===== src/rtl/data_aligner_ctrl.sv =====
// ---------------------------------------------------------------------------
// data_aligner_ctrl
//
// Purpose:
//   Sequencing controller for the two-stream data aligner. It clears the
//   aligner FIFOs, waits until they have drained, then opens the valid gates
//   of both input streams. Lock is declared after a set number of aligned
//   output words. While the gates are open it watches the imbalance between
//   accepted stream-1 and stream-2 words and the FIFO-full status. On any
//   fault it bumps a saturating error counter and runs a fresh flush/resync.
//
// Ports:
//   clk         in   1          rising-edge clock for all logic
//   aresetn     in   1          synchronous reset, active HIGH despite name
//   enable_i    in   1          run request; low forces IDLE
//   vld_1st_i   in   1          raw stream-1 valid (before gating)
//   vld_2d_i    in   1          raw stream-2 valid (before gating)
//   vld_o_i     in   1          aligner output valid
//   statuses_i  in   2          [1] any FIFO full, [0] both FIFOs empty
//   gate_1st_o  out  1          stream-1 valid enable into the aligner
//   gate_2d_o   out  1          stream-2 valid enable into the aligner
//   flush_o     out  1          aligner FIFO clear
//   aligned_o   out  1          lock indicator
//   err_cnt_o   out  ERR_CNT_W  saturating fault count
//   state_o     out  3          current state encoding
// ---------------------------------------------------------------------------
module data_aligner_ctrl #(
  parameter int MAX_SKEW     = 8,
  parameter int FLUSH_CYCLES = 4,
  parameter int LOCK_PAIRS   = 4,
  parameter int ERR_CNT_W    = 8
) (
  input  logic                 clk,
  input  logic                 aresetn,
  input  logic                 enable_i,
  input  logic                 vld_1st_i,
  input  logic                 vld_2d_i,
  input  logic                 vld_o_i,
  input  logic [1:0]           statuses_i,
  output logic                 gate_1st_o,
  output logic                 gate_2d_o,
  output logic                 flush_o,
  output logic                 aligned_o,
  output logic [ERR_CNT_W-1:0] err_cnt_o,
  output logic [2:0]           state_o
);

  // Imbalance can reach MAX_SKEW+2 in magnitude (fault detected at
  // MAX_SKEW+1, one more word may land before the flush clears it), so the
  // signed register needs room for that plus the sign bit.
  localparam int IMB_W   = $clog2(MAX_SKEW + 2) + 1;
  localparam int FLUSH_W = (FLUSH_CYCLES > 1) ? $clog2(FLUSH_CYCLES) : 1;
  localparam int PAIR_W  = (LOCK_PAIRS > 1) ? $clog2(LOCK_PAIRS) : 1;

  localparam logic [FLUSH_W-1:0]      FLUSH_LAST = FLUSH_W'(FLUSH_CYCLES - 1);
  localparam logic [PAIR_W-1:0]       PAIR_LAST  = PAIR_W'(LOCK_PAIRS - 1);
  localparam logic signed [IMB_W-1:0] SKEW_POS   = IMB_W'(MAX_SKEW);
  localparam logic signed [IMB_W-1:0] SKEW_NEG   = -SKEW_POS;

  typedef enum logic [2:0] {
    IDLE       = 3'd0,
    FLUSH      = 3'd1,
    WAIT_EMPTY = 3'd2,
    SYNC       = 3'd3,
    LOCKED     = 3'd4
  } state_t;

  state_t                   r_state;
  logic                     r_gate;
  logic                     r_flush;
  logic                     r_aligned;
  logic [ERR_CNT_W-1:0]     r_errCnt;
  logic signed [IMB_W-1:0]  r_imb;
  logic [FLUSH_W-1:0]       r_flushCnt;
  logic [PAIR_W-1:0]        r_pairCnt;

  state_t                   w_next;
  logic                     w_acc1;
  logic                     w_acc2;
  logic                     w_active;
  logic                     w_skewFault;
  logic                     w_fullFault;
  logic                     w_fault;
  logic                     w_flushDone;
  logic                     w_lockDone;
  logic                     w_errSat;

  // Words only count once they have actually passed the gate into the
  // aligner. Gates are open exactly in SYNC and LOCKED, which is also the
  // window where faults are monitored.
  assign w_acc1   = vld_1st_i & r_gate;
  assign w_acc2   = vld_2d_i & r_gate;
  assign w_active = (r_state == SYNC) || (r_state == LOCKED);

  // Both fault sources collapse into one event so a double fault only
  // counts once. The skew test uses the registered imbalance.
  assign w_skewFault = (r_imb > SKEW_POS) || (r_imb < SKEW_NEG);
  assign w_fullFault = statuses_i[1];
  assign w_fault     = w_active && (w_skewFault || w_fullFault);

  // The final flush cycle is the one where the counter shows
  // FLUSH_CYCLES-1; lock completes on the pulse that would bring the
  // pair count up to LOCK_PAIRS.
  assign w_flushDone = (r_flushCnt == FLUSH_LAST);
  assign w_lockDone  = vld_o_i && (r_pairCnt == PAIR_LAST);
  assign w_errSat    = &r_errCnt;

  // Next-state selection. Enable drop beats any fault, and a fault beats
  // the normal progression, which is how a fault coinciding with lock
  // completion ends up in FLUSH rather than LOCKED.
  always_comb begin
    w_next = r_state;
    if (!enable_i) begin
      w_next = IDLE;
    end else if (w_fault) begin
      w_next = FLUSH;
    end else begin
      case (r_state)
        IDLE:       w_next = FLUSH;
        FLUSH:      if (w_flushDone) w_next = WAIT_EMPTY;
        WAIT_EMPTY: if (statuses_i[0]) w_next = SYNC;
        SYNC:       if (w_lockDone) w_next = LOCKED;
        LOCKED:     w_next = LOCKED;
        default:    w_next = IDLE;
      endcase
    end
  end

  // State register plus the Moore outputs. The outputs are decoded from
  // the upcoming state and registered alongside it, so they always match
  // r_state and nothing from the inputs reaches the pins in the same cycle.
  always_ff @(posedge clk) begin
    if (aresetn) begin
      r_state   <= IDLE;
      r_flush   <= 1'b0;
      r_gate    <= 1'b0;
      r_aligned <= 1'b0;
    end else begin
      r_state   <= w_next;
      r_flush   <= (w_next == FLUSH);
      r_gate    <= (w_next == SYNC) || (w_next == LOCKED);
      r_aligned <= (w_next == LOCKED);
    end
  end

  // Flush duration counter. It only advances while FLUSH is being held, so
  // every entry into FLUSH (from IDLE or from a fault) starts at zero.
  always_ff @(posedge clk) begin
    if (aresetn) begin
      r_flushCnt <= '0;
    end else if ((r_state == FLUSH) && (w_next == FLUSH)) begin
      r_flushCnt <= r_flushCnt + 1'b1;
    end else begin
      r_flushCnt <= '0;
    end
  end

  // Aligned-pair counter. Counts output valids while SYNC is held and is
  // zero whenever SYNC is left or not occupied, so a resync starts over.
  always_ff @(posedge clk) begin
    if (aresetn) begin
      r_pairCnt <= '0;
    end else if ((r_state == SYNC) && (w_next == SYNC)) begin
      if (vld_o_i) begin
        r_pairCnt <= r_pairCnt + 1'b1;
      end
    end else begin
      r_pairCnt <= '0;
    end
  end

  // Stream imbalance tracker. Outside the gated window it is held at zero;
  // inside it moves by one for each unmatched accepted word.
  always_ff @(posedge clk) begin
    if (aresetn) begin
      r_imb <= '0;
    end else if (!w_active) begin
      r_imb <= '0;
    end else if (w_acc1 && !w_acc2) begin
      r_imb <= r_imb + IMB_W'(1);
    end else if (w_acc2 && !w_acc1) begin
      r_imb <= r_imb - IMB_W'(1);
    end
  end

  // Fault counter. Counts only faults that actually trigger a resync (an
  // enable drop takes priority), and sticks at all-ones until reset.
  always_ff @(posedge clk) begin
    if (aresetn) begin
      r_errCnt <= '0;
    end else if (enable_i && w_fault && !w_errSat) begin
      r_errCnt <= r_errCnt + 1'b1;
    end
  end

  assign gate_1st_o = r_gate;
  assign gate_2d_o  = r_gate;
  assign flush_o    = r_flush;
  assign aligned_o  = r_aligned;
  assign err_cnt_o  = r_errCnt;
  assign state_o    = r_state;

endmodule


===== config.mk =====
export PLATFORM = sky130hd
export DESIGN_NAME = data_aligner_ctrl
export DESIGN_NICKNAME = d
export VERILOG_FILES = /design/src/rtl/data_aligner_ctrl.sv
export SDC_FILE = /design/constraint.sdc
export NUM_CORES = 1
export LEC_CHECK = 0
export BUFFER_PORTS_ARGS = -buffer_cell sky130_fd_sc_hd__buf_2
export CORE_UTILIZATION = 48
export CTS_BUF_LIST = sky130_fd_sc_hd__clkbuf_4 sky130_fd_sc_hd__clkbuf_8 sky130_fd_sc_hd__clkbuf_16
export CTS_CLUSTER_SIZE = 25
export DETAILED_ROUTE_END_ITERATION = 7
export HOLD_SLACK_MARGIN = 0.02
export PLACE_DENSITY = 0.73
export SLEW_MARGIN = 25
export SYNTH_ARGS = -nofsm -noshare
export SYNTH_HDL_FRONTEND = slang
export SYNTH_SLANG_ARGS = --single-unit

===== constraint.sdc =====
create_clock -name clk -period 2.14 [get_ports clk]
set_clock_uncertainty 0.2 [all_clocks]
set_input_delay 0.321 -clock clk [delete_from_list [all_inputs] [get_ports clk]]
set_output_delay 0.321 -clock clk [all_outputs]
set_load 0.02 [all_outputs]

# == Word-level counts from Yosys, hierarchy flattened ==
# Index checks and enable logic that the tools add are counted.
# word_totals
elab_cells,58
reg_bits,23
input_bits,8
# classes
n_addsub,5
reduce_logical,21
eq_ne,9
magnitude_cmp,2
n_bitwise,5
muxes,8
# ops
op,n
$mux 3,5
$pmux 3 s5,1
$mux 5,2
$eq 3x2->1 const B,3
$add 8x1->8 const B,1
$logic_and 1x1->1,8
$reduce_and 8->1,1
$eq 3x1->1 const B,2
$eq 3x3->1 const B,2
$reduce_or 2->1,3
$add 5x2->5 const B,1
$gt 5x5->1 const B,1
$lt 5x4->1 const B,1
$sub 5x2->5 const B,1
$add 2x1->2 const B,2
$eq 2x2->1 const B,2
$logic_or 1x1->1,4
$logic_not 1->1,3
$logic_not 3->1,1
$not 1->1,3
$and 1x1->1,2
$reduce_bool 2->1,1

# == Depth between registers and ports, before layout ==
# Gate-level depths: netlist (run 1).
# depth
depth_word,10
ltp_mapped,9
mapped_depth_nobuf,9

# == Worst setup path before layout (run 1) ==
# No wires, ideal clock.
# synth_timing
kind,flip-flop to flip-flop
startpoint,"reg r_gate, in the netlist gate_1st_o"
endpoint,reg r_imb[4]
t_required_ns,1.870
t_arrival_ns,2.094
stages_incl_launch_ff,10
setup_ns,0.070
setup_slack_ns,-0.224
n_path_buf,0
synth_period_minus_slack_ns,2.364
cell_sequence,dfxtp_1 and2_1 ha_1 inv_1 fa_1 a21o_1 a21oi_1 xnor2_1 or3_1 a21oi_1
# synth_via
elab_chain_len,4
word_cells_on_any_way,8
cone_classes,mux (1); bitwise (2); reduce/logical (5)
# synth_lines
element,line,text
"start, declared",69,logic r_gate;
"start signal, assigned",141,r_gate <= (w_next == SYNC) || (w_next == LOCKED);
"$and 1x1->1, on equally long branches","92, 91",
"$logic_not 1->1, on equally long branches","179, 181",
"$logic_and 1x1->1, on equally long branches","179, 181",
$mux 5 / $reduce_bool 2->1 (equally long branches),--,
"end signal, assigned",180,r_imb <= r_imb + IMB_W'(1);
"end signal, assigned",182,r_imb <= r_imb - IMB_W'(1);
"end, declared",73,logic signed [IMB_W-1:0] r_imb;
# Parallel ways exist; a longest one is shown, timed or not.
# A chain may end at the register's enable or synchronous reset.

# == Worst setup path in the final report (run 1) ==
# Ends and elaborated chain as after synthesis.

==> impl_results.md, run 1 <==
- Bufs and invs on worst path: 1
- Sequential share of the synthesized area: 37.5%
- Area delta synth->final: 20.4%
- Initial antenna violation count: 0
- MaxCap Viol Count: 0
- Maximum buffer depth of the clock tree: 2
- Final Hold Fails: 0
- DPL Wire Length: approximately 1900 um
- Tot GR Track Use: between 20% and 30%
- CTS root buf: clkbuf_4
- Core Region: roughly 2300 sq um
- GRT overflow: 0
- Tmin final: 2.14 ns
- Worst setup startpoint: gate_1st_o
- R2R cell count: 9
- Clock buffer count from CTS: 3
- Worst slew margin: 69.3%
- Detailed Route WL: 2480 um
- CP Cell Sequence: and2_4 > ha_4 > inv_2 > fa_2 > a21o_1 > a21oi_2 > xnor2_1 > or3_1 > a21oi_1
- Synthesized area: 1230 sq um
- #FFs+latches synth: 23
- Crit path required time: 2.19 ns
- FF-to-FF End: r_imb[4]
- Rows: 17
- Height of the chip: roughly 53 um
- Drt pass-1 iters: 4
- Crit Path Class: flop to flop
- Status: finished, final reports clean
- Layout cell share with drive strength beyond 1: 29.3%
- Ys flop type: dfxtp_1
- Die Width: about 53 um
- # DRC: 0
- Diode count: 0
- Reg2reg setup slack: 0.0003 ns
- Net Sw Frac: between 20% and 30%
- Most frequent cells in the layout: nor2_1, dfxtp_1, buf_2, buf_4, xnor2_1
- CP Capture Type: flop
- Critical R2R Launch: gate_1st_o
- Vias after detailed routing: 1054
- FMAX: 467 MHz
- Lkg Pwr: ~0.65 nW
- Worst-margin pin slew: 0.459 ns
- Worst setup SP type: flop
- Number of buffers added on ports: 22
- Final WS setup: 0.000320 ns
- Power Density: about 450 nW/um^2
- Clk_lat worst skew: 0.30 ns
- Routed Antenna Nets: 0
- RSZ-0062 raised after global routing: true
- Die area: 2770 sq um
- Largest net degree at the start of global routing: 14
- Average size of a mapped cell: between 9 and 10 sq um
- Setup Viol. Count Final: 0
- Seq pwr share: 65.0%
- Clk sinks: 23
- Post-Syn Nets: 152
- HP Class: input port to flop
- CP arrival: around 2.2 ns
- Final nets: about 180
- Clock power frac: 29.8%
- Setup crit end: r_imb[4]
- First DRT Iteration DRCs: 9
- First-pass GRT wire length: 4110 um
- Number of global-route vias before repair: 955
- CTS tree: built
- GPL Wtd Cong: 0.789
- Tot Pwr: 0.000663 W
- Levels on crit path: 9
- Post-CTS setup buffers: 0
- CP delay by family, top: adder cells
- Ports: 23
- Most common cell after layout, fill and taps aside: nor2_1
- Via density: ~5.4
- Post-synth EDFFs: 0
- Clock Pin Slew Worst Setup and Hold Paths: 0.12 ns
- Synth Instances: 136
- Pre-CTS WS: -0.120 ns
- Final-report max-slew violation count: 0
- Initial Util: ~53%
- Distinct cells, synth: 40
- Core Util, Final: around 64%
- Wire per inst: 12.7 um
- Maximum VDD drop: 0.000420 V
- Largest stage delay, worst path: around 0.37 ns
- Post-synth ARST share: 0%
- Slowest-stage cell, CP: dfxtp_4
- Internal power: 0.000514 W
- Tcrit/Tclk final: 100%
- Hold_ws: 0.116 ns
- Comb power frac: 5.3%
- H-tree depth: 1
- Highest fanout seen on the critical path: 4
- Sw power: 0.000149 W
- Synth warn: 0
-- worst min path at each step --
stage                  start  slack, ns  depth (start not counted)            to
global route        enable_i       0.11                          3  r_pairCnt[0]
global placement    r_imb[4]       0.28                          2      r_imb[4]
finish              enable_i       0.12                          3  r_pairCnt[0]
floorplan           r_imb[4]       0.27                          2      r_imb[4]
CTS                 enable_i       0.11                          3  r_pairCnt[0]
detailed placement  r_imb[4]       0.31                          2      r_imb[4]
-- registers in the layout (all words and copies together) (netlist names) --
register / count
r_pairCnt: 2
state_o: 3
gate_1st_o: 1
aligned_o: 1
r_imb: 5
flush_o: 1
r_flushCnt: 2
err_cnt_o: 8
-- tightest hold or removal path: stages --
cell	delay, ns
buf_2	0.13
nand4bb_4	0.10
nor3_1	0.05
-- cells in the mapped netlist (all sizes together) (2+ instances only) --
cell / n / share of area [%]
inv: 2 / 0.61
nor4: 2 / 1.0
mux2i: 4 / 3.3
nor2b: 5 / 2.5
o21ai: 5 / 2.3
nand3: 3 / 1.2
nor3b: 2 / 1.6
a21oi: 8 / 3.3
or3: 2 / 1.4
buf: 2 / 0.92
a21o: 2 / 1.2
nand4: 3 / 1.5
nand2: 6 / 1.8
nor3: 5 / 2.4
and3: 4 / 2.0
or2: 3 / 1.5
nor2: 25 / 7.6
clkbuf: 2 / 0.61
xnor2: 8 / 5.7
dfxtp: 23 / 37
mux2: 2 / 1.8
ha: 7 / 7.1
-- power groups by stage --
stage / clock [W] / sequential, W / combinational [W]
2_1_floorplan: 0 / 0.000442 / 0.0000160
3_3_place_gp: 0 / 0.000440 / 0.0000335
3_5_place_dp: 0 / 0.000440 / 0.0000347
4_1_cts: 0.000204 / 0.000431 / 0.0000349
5_1_grt: 0.000221 / 0.000431 / 0.0000382
6_report: 0.000198 / 0.000431 / 0.0000348
-- cells by family (layout without fill, tap and decap cells) --
| family | after synthesis | count (layout) | share of synthesized area (%) |
|---|---|---|---|
| AOI/OAI and AO/OA | 18 | 18 | 9.78 |
| xor gates and xnor gates | 9 | 9 | 6.42 |
| adders and majority gates | 8 | 8 | 8.76 |
| buffers and inverters | 6 | 37 | 2.14 |
| DFF | 23 | 23 | 37.5 |
| muxes | 6 | 6 | 5.09 |
| and+or+nand+nor | 66 | 66 | 30.3 |
-- layer usage --
metal,wire length [um],GRT usage (%),vias up
li1,-,-,535
met1,1160,26.0,495
met2,1220,35.4,22
met3,86,2.61,2
met4,17,7.89,0
met5,0,0,-
-- cell type report --
cell class              instances  area, sq um
repair buffers                 31          178
fillers                       213          840
clock inverters                 1         5.00
multi-input cells             107          767
inverters                       2         7.51
clock buffers                   3         22.5
flip-flops and latches         23          464
well taps                      28         35.0
-- through the flow --
| step | TNS (ns) | cell area, sq um | cells |
|---|---|---|---|
| 4_1_cts | -0.00655 | 1480 | 195 |
| 3_5_place_dp | -0.120 | 1440 | 191 |
| 2_1_floorplan | 0 | 1240 | 136 |
| 6_report | 0 | 1480 | 195 |
| 3_3_place_gp | -0.0148 | 1440 | 191 |
| 5_1_grt | -0.112 | 1480 | 195 |
-- timing repair --
action / CTS / global route
hold buffers: 0 / 0
setup endpoints to repair: 1 / 2
resized for setup: 2 / 1
pin swaps: 2 / 0
Power figures use the tool's default switching activity.
==> run 2: changes to the inputs <==
--- a/config.mk
+++ b/config.mk
@@ -5,7 +5,9 @@
 export SDC_FILE = /design/constraint.sdc
 export NUM_CORES = 1
 export LEC_CHECK = 0
+export ABC_AREA = 1
 export BUFFER_PORTS_ARGS = -buffer_cell sky130_fd_sc_hd__buf_2
+export CAP_MARGIN = 20
 export CORE_UTILIZATION = 48
 export CTS_BUF_LIST = sky130_fd_sc_hd__clkbuf_4 sky130_fd_sc_hd__clkbuf_8 sky130_fd_sc_hd__clkbuf_16
 export CTS_CLUSTER_SIZE = 25
==> run 2 against run 1 <==
  * Critical path depth increased by 2
  * First-iteration DRC count increased by 78%
  * Fmax increased by 5.1%
  * Die area about the same
  * Design area decreased by 6.2%
  * Critical endpoint unchanged
  * Highest routed layer unchanged
==> impl_results.md, run 2 <==
- CP Cell Sequence: nand2_1 > inv_1 > ha_2 > inv_2 > fa_2 > a21oi_2 > nor2_1 > nor2_1 > xor2_1 > nand2_1 > a21oi_1
- Clk sinks: 23
- H-tree depth: 1
- Post-synth EDFFs: 0
- Crit Path Class: flop to flop
- GPL Wtd Cong: between 0.8 and 0.9
- Wire per inst: 11.3 um
- Routed Antenna Nets: 0
- Worst setup startpoint: gate_1st_o
- Bufs and invs on worst path: 2
- Status: finished, final reports clean
- Number of buffers added on ports: 22
- Post-Syn Nets: 177
- Area delta synth->final: 13.0%
- Worst-margin pin slew: 0.279 ns
- Average size of a mapped cell: 7.62 sq um
- R2R cell count: 11
- GRT overflow: 0
- HP Class: input port to flop
- #FFs+latches synth: 23
- Maximum VDD drop: 0.000420 V
- CP Capture Type: flop
- Clock buffer count from CTS: 3
- Maximum buffer depth of the clock tree: 2
- Mux cell area share after synthesis: 0.815%
- Pre-CTS WS: -0.00909 ns
- Height of the chip: roughly 53 um
- Largest net degree at the start of global routing: 14
- Dominant cell type by area after synthesis: dfxtp_1
- Ys flop type: dfxtp_1
- Drt pass-1 iters: 4
- Post-CTS setup buffers: 0
- Clock Pin Slew Worst Setup and Hold Paths: 0.13 ns
- DPL Wire Length: 1810 um
- Final WS setup: roughly 0.11 ns
- Diode count: 0
- Setup Viol. Count Final: 0
- CP arrival: between 2 and 2.5 ns
- Tcrit/Tclk final: 95.1%
- Largest stage delay, worst path: 0.38 ns
- Synth Area in Simple Gates: 28.7%
- Crit path required time: between 2 and 2.5 ns
- Final Hold Fails: 0
- Area contributors post-synth: dfxtp_1, nand2_1, ha_1
- CP delay by family, top: adder cells
- Sequential share of the synthesized area: 37.5%
- Synth warn: 0
- Worst setup SP type: flop
- Critical R2R Launch: gate_1st_o
- First DRT Iteration DRCs: 16
- Final nets: 201
- Distinct cells, synth: 25
- Die area: 2760 sq um
- Number of global-route vias before repair: roughly 940
- Synth Area in XOR/XNOR: 7.14%
- Via density: 5.13
- Max FFs per register: 8
- Rows: 17
- Worst slew margin: about four fifths
- Reg2reg setup slack: 0.11 ns
- First-pass GRT wire length: 3950 um
- Largest family of logic cells by synthesized area: simple AND/OR/NAND/NOR gates
- Core Util, Final: 59.8%
- Tot Pwr: 0.000669 W
- Synth Instances: 161
- Final setup TNS: 0 ns
- CTS root buf: clkbuf_4
- Adder-Cell Fraction of Synth Area: 8.77%
- Detailed Route WL: about 2400 um
- Initial Util: 52.9%
- Tmin final: ~2 ns
- Hold_ws: 0.0738 ns
- Post-synth top cells: nand2_1, dfxtp_1, nor2_1, inv_1, a21oi_1
- FF-to-FF End: r_imb[4]
- Power Density: 482 nW/um^2
- Lkg Pwr: 0.663 nW
- Core Region: 2320 sq um
- Levels on crit path: 11
- Synth Area in Compound Gates: approximately a tenth
- Initial antenna violation count: 0
- Vias after detailed routing: 1087
- Ports: 23
- Tot GR Track Use: between 10% and 20%
- Layout cell share with drive strength beyond 1: 20.7%
- Post-synth ARST share: 0%
- Most frequent cells in the layout: nand2_1, dfxtp_1, buf_2, nor2_1, inv_1
- Final-report max-slew violation count: 0
- Die Width: 52.6 um
- Slowest-stage cell, CP: fa_2
- Highest fanout seen on the critical path: 4
- Synthesized area: 1230 sq um
- MaxCap Viol Count: 0
- Most common cell after layout, fill and taps aside: nand2_1
- # DRC: 0
- Clk_lat worst skew: 0.31 ns
- Setup crit end: r_imb[4]
- FMAX: between 400 and 500 MHz
- CTS tree: built
- Post-synth top area share: 37.5%
- Top-count cell post-synth: nand2_1
==> run 2: cell count changes after synthesis, moves of 3 or more <==
cell	before	now
nor2b_1	5	0
xnor2_1	8	3
nor2_1	25	19
nand2_1	6	32
mux2i_1	4	1
inv_1	2	16
xor2_1	1	7
and3_1	4	0
a21oi_1	8	14
nand3_1	3	13
==> run 2: power by group <==
group,total [W],leakage [nW],internal (W),switching (W)
logic,0.0000295,0.459,0.0000104,0.0000191
registers,0.000433,0.186,0.000431,0.00000261
clock network,0.000206,0.0177,0.0000699,0.000136
total,0.000669,0.663,0.000511,0.000158
==> run 2: worst min-delay path by stage <==
stage,slack [ns],to,depth (start not counted),start
after floorplan,0.21,r_flushCnt[0],1,r_flushCnt[0]
after global placement,0.21,r_flushCnt[0],1,r_flushCnt[0]
after detailed placement,0.22,r_flushCnt[0],1,r_flushCnt[0]
after CTS,0.06,state_o[0],3,enable_i
after global routing,0.09,state_o[0],3,enable_i
final,0.07,state_o[0],3,enable_i
==> run 2: stage by stage <==
| step | std cells | instance area, sq um |
|---|---|---|
| floorplan | 161 | 1230 |
| global placement | 208 | 1350 |
| detailed placement | 208 | 1350 |
| CTS | 212 | 1380 |
| global route | 212 | 1390 |
| finish | 212 | 1390 |
==> run 2: cell type report <==
type | count | area [sq um]
Multi-Input combinational cell | 118 | 684
Clock buffer | 3 | 22.5
Clock inverter | 1 | 5.00
Timing Repair Buffer | 22 | 110
Sequential cell | 23 | 462
Fill cell | 212 | 931
Tap cell | 28 | 35.0
Inverter | 17 | 68.8
==> run 2: kinds of logic after synthesis <==
kind of cell               after synthesis
and+or+nand+nor                         78
DFF                                     23
AOI/OAI and AO/OA                       21
buffers and inverters                   20
xor gates and xnor gates                10
adders and majority gates                8
muxes                                    1
==> run 2: metal layers <==
layer	up-vias	global-route usage, %	part of all wire, %
li1	571	-	-
met1	478	25.4	47
met2	34	31.2	47
met3	4	2.90	5.2
met4	0	9.21	1.4
met5	-	0	0
==> run 2: worst reg2reg max path: cells and delay by family, from the launching register on <==
| family | cells | cell delay (ns) |
|---|---|---|
| adders and majority gates | 2 | 0.58 |
| DFF | 1 | 0.36 |
| and+or+nand+nor | 4 | 0.27 |
| AOI/OAI and AO/OA | 2 | 0.27 |
| xor gates and xnor gates | 1 | 0.15 |
| buffers and inverters | 2 | 0.13 |
==> run 2: repair_timing <==
item	in CTS	in global routing
hold buffers	0	0
endpoints found under the hold margin	0	0
resized for setup	0	5
setup endpoints to repair	0	1
==> run 3: changes to the inputs <==
--- a/config.mk
+++ b/config.mk
@@ -7,13 +7,13 @@
 export LEC_CHECK = 0
 export ABC_AREA = 1
 export BUFFER_PORTS_ARGS = -buffer_cell sky130_fd_sc_hd__buf_2
-export CAP_MARGIN = 20
-export CORE_UTILIZATION = 48
+export CAP_MARGIN = 25
+export CORE_UTILIZATION = 54
 export CTS_BUF_LIST = sky130_fd_sc_hd__clkbuf_4 sky130_fd_sc_hd__clkbuf_8 sky130_fd_sc_hd__clkbuf_16
-export CTS_CLUSTER_SIZE = 25
+export CTS_CLUSTER_SIZE = 24
 export DETAILED_ROUTE_END_ITERATION = 7
 export HOLD_SLACK_MARGIN = 0.02
-export PLACE_DENSITY = 0.73
+export PLACE_DENSITY = 0.78
 export SLEW_MARGIN = 25
 export SYNTH_ARGS = -nofsm -noshare
 export SYNTH_HDL_FRONTEND = slang
==> constraint.sdc (replaced) <==
create_clock -name clk -period 2.15 [get_ports clk]
set_clock_uncertainty 0.2 [all_clocks]
set_input_delay 0.3225 -clock clk [delete_from_list [all_inputs] [get_ports clk]]
set_output_delay 0.3225 -clock clk [all_outputs]
set_load 0.02 [all_outputs]
==> run 3 against run 2 <==
  * Register-to-register slack better by 0.02 ns
  * Worst setup slack better by 0.024 ns
  * Critical path type unchanged
  * Wire length is 0.92% higher
==> impl_results.md, run 3 (synthesis gave the netlist of run 2 again) <==
- Drt pass-1 iters: 4
- Comb power frac: 4.3%
- Critical R2R Launch: gate_1st_o
- CP Cell Sequence: nand2_1 > inv_1 > ha_2 > inv_2 > fa_2 > a21oi_2 > nor2_1 > nor2_1 > xor2_1 > nand2_1 > a21oi_1
- CP Capture Type: flop
- Height of the chip: 49.7 um
- Largest stage delay, worst path: between 0.3 and 0.4 ns
- Final nets: 201
- Clock buffer count from CTS: 3
- Placed cell areas: 1350 sq um
- Crit path required time: 2.19 ns
- Clock Pin Slew Worst Setup and Hold Paths: 0.12 ns
- Die area: 2470 sq um
- R2R cell count: 11
- Final-report max-slew violation count: 0
- Maximum buffer depth of the clock tree: 2
- Tot GR Track Use: 20.9%
- Worst setup startpoint: gate_1st_o
- Internal power: around 0.00052 W
- Vias after detailed routing: 1112
- Maximum VDD drop: 0.000475 V
- CTS root buf: clkbuf_4
- Worst-margin pin slew: 0.268 ns
- Area delta synth->final: 13.1%
- Clk_lat worst skew: 0.30 ns
- DPL Wire Length: 1780 um
- Diode count: 0
- Die Width: 49.7 um
- Hold_ws: 0.0945 ns
- CP arrival: between 2 and 2.5 ns
- Slowest-stage cell, CP: fa_2
- # DRC: 0
- Number of global-route vias before repair: 963
- Tcrit/Tclk final: 94.0%
- First DRT Iteration DRCs: 20
- Worst slew margin: 82.1%
- GPL Wtd Cong: roughly 0.80
- Via density: 5.27
- FMAX: 495 MHz
- Lkg Pwr: 0.663 nW
- Detailed Route WL: around 2400 um
- Routed Antenna Nets: 0
- First-pass GRT wire length: 4040 um
- Final Hold Fails: 0
- Clk sinks: 23
- Max FFs per register: 8
- Sw power: 0.000143 W
- Worst setup SP type: flop
- Number of buffers added on ports: 22
- Initial Util: 60.1%
- Status: finished, final reports clean
- Highest fanout seen on the critical path: 4
- Wire per inst: 11.5 um
- Setup Viol. Count Final: 0
- Most frequent cells in the layout: nand2_1, dfxtp_1, buf_2, nor2_1, inv_1
- Core Region: 2040 sq um
- Cells after DPL: 207
- FF-to-FF End: r_imb[4]
- HP Class: input port to flop
- Initial antenna violation count: 0
- GRT overflow: 0
- Setup crit end: r_imb[4]
- Largest net degree at the start of global routing: 13
- Most common cell after layout, fill and taps aside: nand2_1
- Ports: 23
- Clock power frac: 31.0%
- MaxCap Viol Count: 0
- Net Sw Frac: between 20% and 30%
- Crit Path Class: flop to flop
- Post-Layout Cell Count: 211
- Reg2reg setup slack: 0.13 ns
- Final Cell Area: 1390 sq um
- Rows: 16
- H-tree depth: 1
- Final-layout fill cell count: 188
- CTS tree: built
- Seq pwr share: 64.7%
- Layout cell share with drive strength beyond 1: 20.7%
- Tmin final: ~2.0 ns
- Power Density: 480 nW/um^2
==> run 3: through the flow <==
| step | util (%) | total power [W] | worst slack (ns) | setup TNS (ns) |
|---|---|---|---|---|
| detailed placement | 66.1 | 0.000470 | 0.0180 | 0 |
| finish | 68.0 | 0.000667 | 0.129 | 0 |
| CTS | 67.5 | 0.000673 | 0.0285 | 0 |
| floorplan | - | 0.000456 | 0.0733 | 0 |
| global placement | 66.1 | 0.000469 | 0.116 | 0 |
| global route | 68.0 | 0.000692 | -0.0446 | -0.0446 |
==> run 3: power groups by stage <==
stage | sequential, W | clock (W) | combinational, W
2_1_floorplan | 0.000443 | 0 | 0.0000134
3_3_place_gp | 0.000441 | 0 | 0.0000281
3_5_place_dp | 0.000441 | 0 | 0.0000289
4_1_cts | 0.000431 | 0.000212 | 0.0000291
5_1_grt | 0.000432 | 0.000228 | 0.0000320
6_report | 0.000431 | 0.000207 | 0.0000288
==> run 3: final cells by class <==
| type | instances | area (sq um) | share of cell area (%) |
|---|---|---|---|
| clock buffers | 4 | 30.0 | 2.16 |
| well taps | 27 | 33.8 | 2.43 |
| multi-input cells | 118 | 684 | 49.3 |
| repair buffers | 22 | 110 | 7.93 |
| inverters | 17 | 68.8 | 4.95 |
| flip-flops and latches | 23 | 462 | 33.2 |
==> run 3: repair_timing <==
action,4_1_cts,5_1_grt
endpoints found under the setup margin,0,2
hold buffers,0,0
setup buffers,0,0
gates resized for setup,0,5
==> run 3: worst min-delay path by stage <==
stage	from	endpoint	slack [ns]	cells past startpoint
final	enable_i	state_o[0]	0.09	3
after global routing	enable_i	state_o[0]	0.10	3
after detailed placement	r_flushCnt[0]	r_flushCnt[0]	0.23	1
after floorplan	r_flushCnt[0]	r_flushCnt[0]	0.21	1
after CTS	enable_i	state_o[0]	0.09	3
after global placement	r_flushCnt[0]	r_flushCnt[0]	0.22	1
==> run 3: routing by layer <==
metal	global-route usage [%]	wire length, um	vias up
met2	35.6	1170	25
met3	2.78	83	4
met4	7.14	24	0
li1	-	-	576
met1	26.8	1140	507
met5	0	0	-
==> run 3: critical path, delay by kind of cell, from the launching register on <==
family,cells,cell delay (ns)
xor gates and xnor gates,1,0.16
AOI/OAI and AO/OA,2,0.27
and+or+nand+nor,4,0.28
DFF,1,0.36
adders and majority gates,2,0.57
buffers and inverters,2,0.13
